===== config.mk =====
export PLATFORM = sky130hd
export DESIGN_NAME = uart_msg_arbiter
export DESIGN_NICKNAME = d
export VERILOG_FILES = /design/src/rtl/uart_arb_pkg.sv /design/src/rtl/rr_arbiter.sv /design/src/rtl/uart_msg_arbiter.sv
export SDC_FILE = /design/constraint.sdc
export NUM_CORES = 1
export LEC_CHECK = 0
export ABC_AREA = 1
export BUFFER_PORTS_ARGS = -buffer_cell sky130_fd_sc_hd__buf_2
export CAP_MARGIN = 20
export CORE_UTILIZATION = 51
export DETAILED_ROUTE_END_ITERATION = 16
export HOLD_SLACK_MARGIN = 0.08
export PLACE_DENSITY = 0.86
export SKIP_CTS_REPAIR_TIMING = 1
export SYNTH_ARGS = -nofsm -noshare
export SYNTH_HDL_FRONTEND = slang
export SYNTH_SLANG_ARGS = --single-unit

===== constraint.sdc =====
create_clock -name clk -period 6.2 [get_ports clk]
set_clock_uncertainty 0.15 [all_clocks]
set_input_delay 0.31 -clock clk [delete_from_list [all_inputs] [get_ports clk]]
set_output_delay 0.31 -clock clk [all_outputs]
set_load 0.03 [all_outputs]

===== src/rtl/uart_arb_pkg.sv =====
// rtl/uart_arb_pkg.sv - shared states, limits and frame type for the UART message arbiter
package uart_arb_pkg;

    localparam int START_TO    = 8;
    localparam int DEF_CHAR_NR = 8;

    typedef logic [DEF_CHAR_NR*8-1:0] frame_t;

    typedef enum logic [2:0] {
        ST_IDLE,
        ST_LOAD,
        ST_START,
        ST_WAIT_BUSY,
        ST_WAIT_DONE,
        ST_DONE,
        ST_CLR
    } arb_state_t;

endpackage


===== src/rtl/rr_arbiter.sv =====
// rtl/rr_arbiter.sv - combinational round-robin pick starting after last_ptr
module rr_arbiter #(
    parameter int N     = 3,
    parameter int PTR_W = (N > 1) ? $clog2(N) : 1
) (
    input  logic [N-1:0]     req,
    input  logic [PTR_W-1:0] last_ptr,
    output logic [N-1:0]     gnt,
    output logic [PTR_W-1:0] idx,
    output logic             valid
);

    int   cand;
    logic found;

    always_comb begin
        gnt   = '0;
        idx   = '0;
        found = 1'b0;
        cand  = 0;
        for (int k = 1; k <= N; k++) begin
            cand = (int'(last_ptr) + k) % N;
            if (!found && req[PTR_W'(cand)]) begin
                found                = 1'b1;
                gnt[PTR_W'(cand)]    = 1'b1;
                idx                  = PTR_W'(cand);
            end
        end
    end

    assign valid = |req;

endmodule


===== src/rtl/uart_msg_arbiter.sv =====
// rtl/uart_msg_arbiter.sv - shares one uart_top transmitter between several frame sources
module uart_msg_arbiter
    import uart_arb_pkg::*;
#(
    parameter int CHAR_NR    = 8,
    parameter int NUM_REQ    = 3,
    parameter int TX_TIMEOUT = 2_000_000
) (
    input  logic                              clk,
    input  logic                              rst,
    input  logic [NUM_REQ-1:0]                req_i,
    input  logic [NUM_REQ-1:0][CHAR_NR*8-1:0] frame_i,
    input  logic                              abort_i,
    output logic [NUM_REQ-1:0]                gnt_o,
    output logic [NUM_REQ-1:0]                done_o,
    output logic [NUM_REQ-1:0]                err_o,
    output logic [CHAR_NR*8-1:0]              uart_char_array_o,
    output logic                              uart_update_o,
    output logic                              uart_clr_o,
    input  logic                              uart_busy_i,
    output logic                              idle_o
);

    localparam int PTR_W = $clog2(NUM_REQ);
    localparam int CNT_W = $clog2(TX_TIMEOUT + 1);

    localparam logic [CNT_W-1:0] START_LIM = CNT_W'(START_TO);
    localparam logic [CNT_W-1:0] TX_LIM    = CNT_W'(TX_TIMEOUT);
    localparam logic [CNT_W-1:0] CNT_MAX   = '1;

    arb_state_t             state_q, state_d;
    logic [PTR_W-1:0]       owner_q, owner_d;
    logic [NUM_REQ-1:0]     owner_oh_q, owner_oh_d;
    logic [PTR_W-1:0]       last_ptr_q, last_ptr_d;
    logic [CNT_W-1:0]       cnt_q, cnt_d, cnt_inc;
    logic [CHAR_NR*8-1:0]   char_q, char_d;
    logic [NUM_REQ-1:0]     gnt_q, gnt_d, done_q, done_d, err_q, err_d;
    logic                   upd_q, upd_d, clr_q, clr_d, idle_q, idle_d;

    logic [NUM_REQ-1:0]     arb_gnt;
    logic [PTR_W-1:0]       arb_idx;
    logic                   arb_valid;

    rr_arbiter #(
        .N     (NUM_REQ),
        .PTR_W (PTR_W)
    ) u_rr (
        .req      (req_i),
        .last_ptr (last_ptr_q),
        .gnt      (arb_gnt),
        .idx      (arb_idx),
        .valid    (arb_valid)
    );

    assign cnt_inc = (cnt_q == CNT_MAX) ? cnt_q : cnt_q + CNT_W'(1);

    always_comb begin
        state_d    = state_q;
        owner_d    = owner_q;
        owner_oh_d = owner_oh_q;
        last_ptr_d = last_ptr_q;
        char_d     = char_q;
        cnt_d      = cnt_q;

        case (state_q)
            ST_IDLE: begin
                if (arb_valid) begin
                    owner_d    = arb_idx;
                    owner_oh_d = arb_gnt;
                    char_d     = frame_i[arb_idx];
                    state_d    = ST_LOAD;
                end
            end
            ST_LOAD:  state_d = abort_i ? ST_CLR : ST_START;
            ST_START: begin
                cnt_d   = '0;
                state_d = abort_i ? ST_CLR : ST_WAIT_BUSY;
            end
            ST_WAIT_BUSY: begin
                cnt_d = cnt_inc;
                if (abort_i) begin
                    state_d = ST_CLR;
                end else if (uart_busy_i) begin
                    state_d = ST_WAIT_DONE;
                    cnt_d   = '0;
                end else if (cnt_inc >= START_LIM) begin
                    state_d = ST_CLR;
                end
            end
            ST_WAIT_DONE: begin
                cnt_d = cnt_inc;
                // a falling busy beats a same-cycle abort or timeout
                if (!uart_busy_i) begin
                    state_d = ST_DONE;
                end else if (abort_i || cnt_inc >= TX_LIM) begin
                    state_d = ST_CLR;
                end
            end
            ST_DONE, ST_CLR: begin
                last_ptr_d = owner_q;
                state_d    = ST_IDLE;
            end
            default: state_d = ST_IDLE;
        endcase

        // outputs are registered from the state being entered
        gnt_d  = (state_d == ST_IDLE) ? '0 : owner_oh_d;
        done_d = (state_d == ST_DONE) ? owner_oh_d : '0;
        err_d  = (state_d == ST_CLR)  ? owner_oh_d : '0;
        upd_d  = (state_d == ST_START);
        clr_d  = (state_d == ST_CLR);
        idle_d = (state_d == ST_IDLE);
    end

    always_ff @(posedge clk) begin
        if (rst) begin
            state_q    <= ST_IDLE;
            owner_q    <= '0;
            owner_oh_q <= '0;
            last_ptr_q <= PTR_W'(NUM_REQ - 1);
            cnt_q      <= '0;
            char_q     <= '0;
            gnt_q      <= '0;
            done_q     <= '0;
            err_q      <= '0;
            upd_q      <= 1'b0;
            clr_q      <= 1'b0;
            idle_q     <= 1'b1;
        end else begin
            state_q    <= state_d;
            owner_q    <= owner_d;
            owner_oh_q <= owner_oh_d;
            last_ptr_q <= last_ptr_d;
            cnt_q      <= cnt_d;
            char_q     <= char_d;
            gnt_q      <= gnt_d;
            done_q     <= done_d;
            err_q      <= err_d;
            upd_q      <= upd_d;
            clr_q      <= clr_d;
            idle_q     <= idle_d;
        end
    end

    assign gnt_o             = gnt_q;
    assign done_o            = done_q;
    assign err_o             = err_q;
    assign uart_char_array_o = char_q;
    assign uart_update_o     = upd_q;
    assign uart_clr_o        = clr_q;
    assign idle_o            = idle_q;

endmodule

==> metrics.txt <==
first-pass GRT wire length between 20 and 30 mm; hold path endpoint uart_char_array_o[20]; clk buf depth 2; Crit Path Max Fanout 50; GR Util All Layers between 30% and 40%; Pins Over Slew Limit 0; R2R setup slack approximately 2600 ps; Hold Fails Final Rpt 0; Max Freq ~0.28 GHz; CP arrival around 3800 ps; sequential cell area fraction in the yosys report between 30% and 40%; vias in the first global route about 6,000; clock root buffer master clkbuf_16; max incr delay on CP 460 ps; Critical-path top delay cell inv_1; WL/cell 15.3 µm; H-Tree Depth 3; IO Port Bufs ~270; leak pwr ~3.5 nW; Area Overhead vs Synth 28.5%; PwrDens 473 nW/µm²; initial core utilization 53.4%; GPL Wtd Cong roughly 0.95; DP Wirelength around 14 mm; CP bufs+invs 6; status finished, final reports clean; CP Launch Type flip-flop; FF-to-FF Start last_ptr_q[0]; Final #Nets between 1,000 and 1,500; gr ovfl total 0; Worst Hold Depth 3; CP endpoint kind flip-flop; Min Clock Period, post-route approximately 3600 ps; worst-case reg-to-reg path depth 16; FILL cells approximately 950; relative slew slack between 30% and 40%; largest net degree at the start of global routing just under 70; top cells by area, synth dfxtp_1 (36%), nand2_1 (13%), o21ai_0 (8.5%); RSZ-0062 raised after global routing no; num rows 38; antenna cells 0; EDFF count, synth 0; CP cell instances inv_1, ha_1, inv_1, nand3_1, nand2_1, nor2_1, nand2_1, o211ai_4, buf_4, nand2_1, inv_1, buf_4, nand2_1, o211ai_1, nand2_1, inv_1; part of the cycle the worst path needs about three fifths; #FFs+latches synth between 100 and 150; Mapped Cells 875; commonest register cell after synthesis dfxtp_1; DR vias 6,803; post-place setup slack 2680 ps; Top cell by count, worst path nand2_1; post-synthesis cell area around 5900 µm²; setup ws final around 2600 ps; DR iter-0 viols between 600 and 700; worst setup path start last_ptr_q[0]; reg2reg end uart_char_array_o[63]; Yosys Warn Count 0; Vias per Instance roughly 5.4; Horiz. Die Dim about 110 µm; clk slew on worst S/H paths about 70 ps; Routed Antenna Nets 0; Core ar. ~11,000 µm²; Worst Setup Path Type flip-flop to flip-flop; clk_lat worst skew between 300 and 400 ps; clk sink count roughly 110; mean instance size in the synthesized netlist 6.73 µm²; die height about 110 µm; Max-Cap Viols 0; share of layout cells above drive strength 1 30.7%; Pre-Repair DR Iteration Count 5; Die ar. between 10,000 and 15,000 µm²; WL final between 15 and 20 mm; setup TNS 0 ps; post-synth top area share about 36%; CP top delay family buffers and inverters; Hold WC Path Type input pin to flip-flop; Async S/R FF share, synth 0%; peak supply drop around 0.4 mV; library cells used by synthesis 36; Hold Path Origin frame_i[148]; CTS tree yes; Final Setup Violations 0; CTS Buf Count 9; cell type with the largest total area after synthesis dfxtp_1; IO Count 275; drt drc 0; CP required between 6000 and 7000 ps; antenna violations before repair 1; Synth Net Count approximately 1,100; Slew @ Worst Pin about 970 ps
cells in the final DEF (no fill, tap or decap), drive strengths merged:
cell type    n
nand4        9
a32oi        1
a21boi       1
dfxtp      107
clkinv       2
o211ai       7
clkbuf      10
o21ai      102
nor3        10
xor2         2
a21oi       76
buf        283
nand3       30
nor2       114
xnor2        2
o21bai      41
nand3b       6
a31oi       40
nand2      215
and2         1
or2          1
inv         51
ha           5
clkinvlp     3
cell usage after synthesis (7+ instances only):
library cell / count
a21oi_1: 76
a31oi_1: 40
buf_2: 10
clkbuf_1: 38
dfxtp_1: 107
inv_1: 44
nand2_1: 207
nand2_2: 8
nand3_1: 21
nand3_2: 7
nand4_1: 9
nor2_1: 104
o21ai_0: 100
o21bai_1: 40
routing by layer:
layer	up-vias	wire length, µm	global-route usage (%)
met1	3004	7920	41.9
met3	45	1680	7.88
met4	2	564	11.0
li1	3402	-	-
met2	350	9020	50.1
met5	-	13	0
worst register-to-register path: stages (launching register included):
cell	delay (ps)
dfxtp_1	380
inv_1	90
ha_1	410
inv_1	60
nand3_1	170
nand2_1	100
nor2_1	210
nand2_1	130
o211ai_4	80
buf_4	450
nand2_1	150
inv_1	460
buf_4	390
nand2_1	90
o211ai_1	100
nand2_1	70
inv_1	70
state kept, by name, summed over array words and instances (netlist names):
signal / cells
last_ptr_q: 2
done_o: 3
uart_clr_o: 1
owner_oh_q: 3
gnt_o: 3
idle_o: 1
uart_update_o: 1
err_o: 3
uart_char_array_o: 64
state_q: 3
cnt_q: 21
owner_q: 2
metrics by stage:
step                std cells  hold WS (ps)  cell area (µm²)  utilization [%]  power, mW
floorplan                 875           291             5890                -       2.47
global placement         1244           304             7280             66.0       2.99
detailed placement       1244           309             7280             66.0       3.02
CTS                      1259          73.1             7560             68.5       3.57
global route             1259          85.7             7560             68.5       3.85
finish                   1259          79.4             7560             68.5       3.57
final cells by class:
| cell class | count | area [µm²] | share of cell area, % |
|---|---|---|---|
| multi-input combinational | 663 | 3340 | 44.1 |
| sequential | 107 | 2140 | 28.3 |
| timing repair buffer | 283 | 1440 | 19.0 |
| clock buffer | 10 | 239 | 3.16 |
| inverter | 51 | 191 | 2.53 |
| tap | 140 | 175 | 2.32 |
| clock inverter | 5 | 38.8 | 0.513 |
worst max-delay path by stage:
stage | slack, ps | depth (start not counted) | endpoint
2_1_floorplan | 3790 | 15 | owner_q[0]
3_3_place_gp | 2800 | 16 | uart_char_array_o[63]
3_5_place_dp | 2680 | 16 | uart_char_array_o[63]
4_1_cts | 2630 | 16 | uart_char_array_o[63]
5_1_grt | 2180 | 16 | uart_char_array_o[63]
6_report | 2580 | 16 | uart_char_array_o[63]
logic make-up after synthesis:
| logic type | Yosys count | share of synthesized area, % |
|---|---|---|
| buf+inv | 105 | 7.16 |
| flops | 107 | 36.4 |
| compound gates | 268 | 26.0 |
| simple gates | 386 | 28.8 |
| xor+xnor | 4 | 0.595 |
| fa+ha+maj | 5 | 1.06 |
power breakdown:
group / total (mW) / switching (mW) / internal (mW)
Combinational: 2.06 / 1.43 / 0.633
Sequential: 0.965 / 0.0907 / 0.874
Clock: 0.544 / 0.260 / 0.284
Total: 3.57 / 1.78 / 1.79
(Power assumes the default switching activity.)
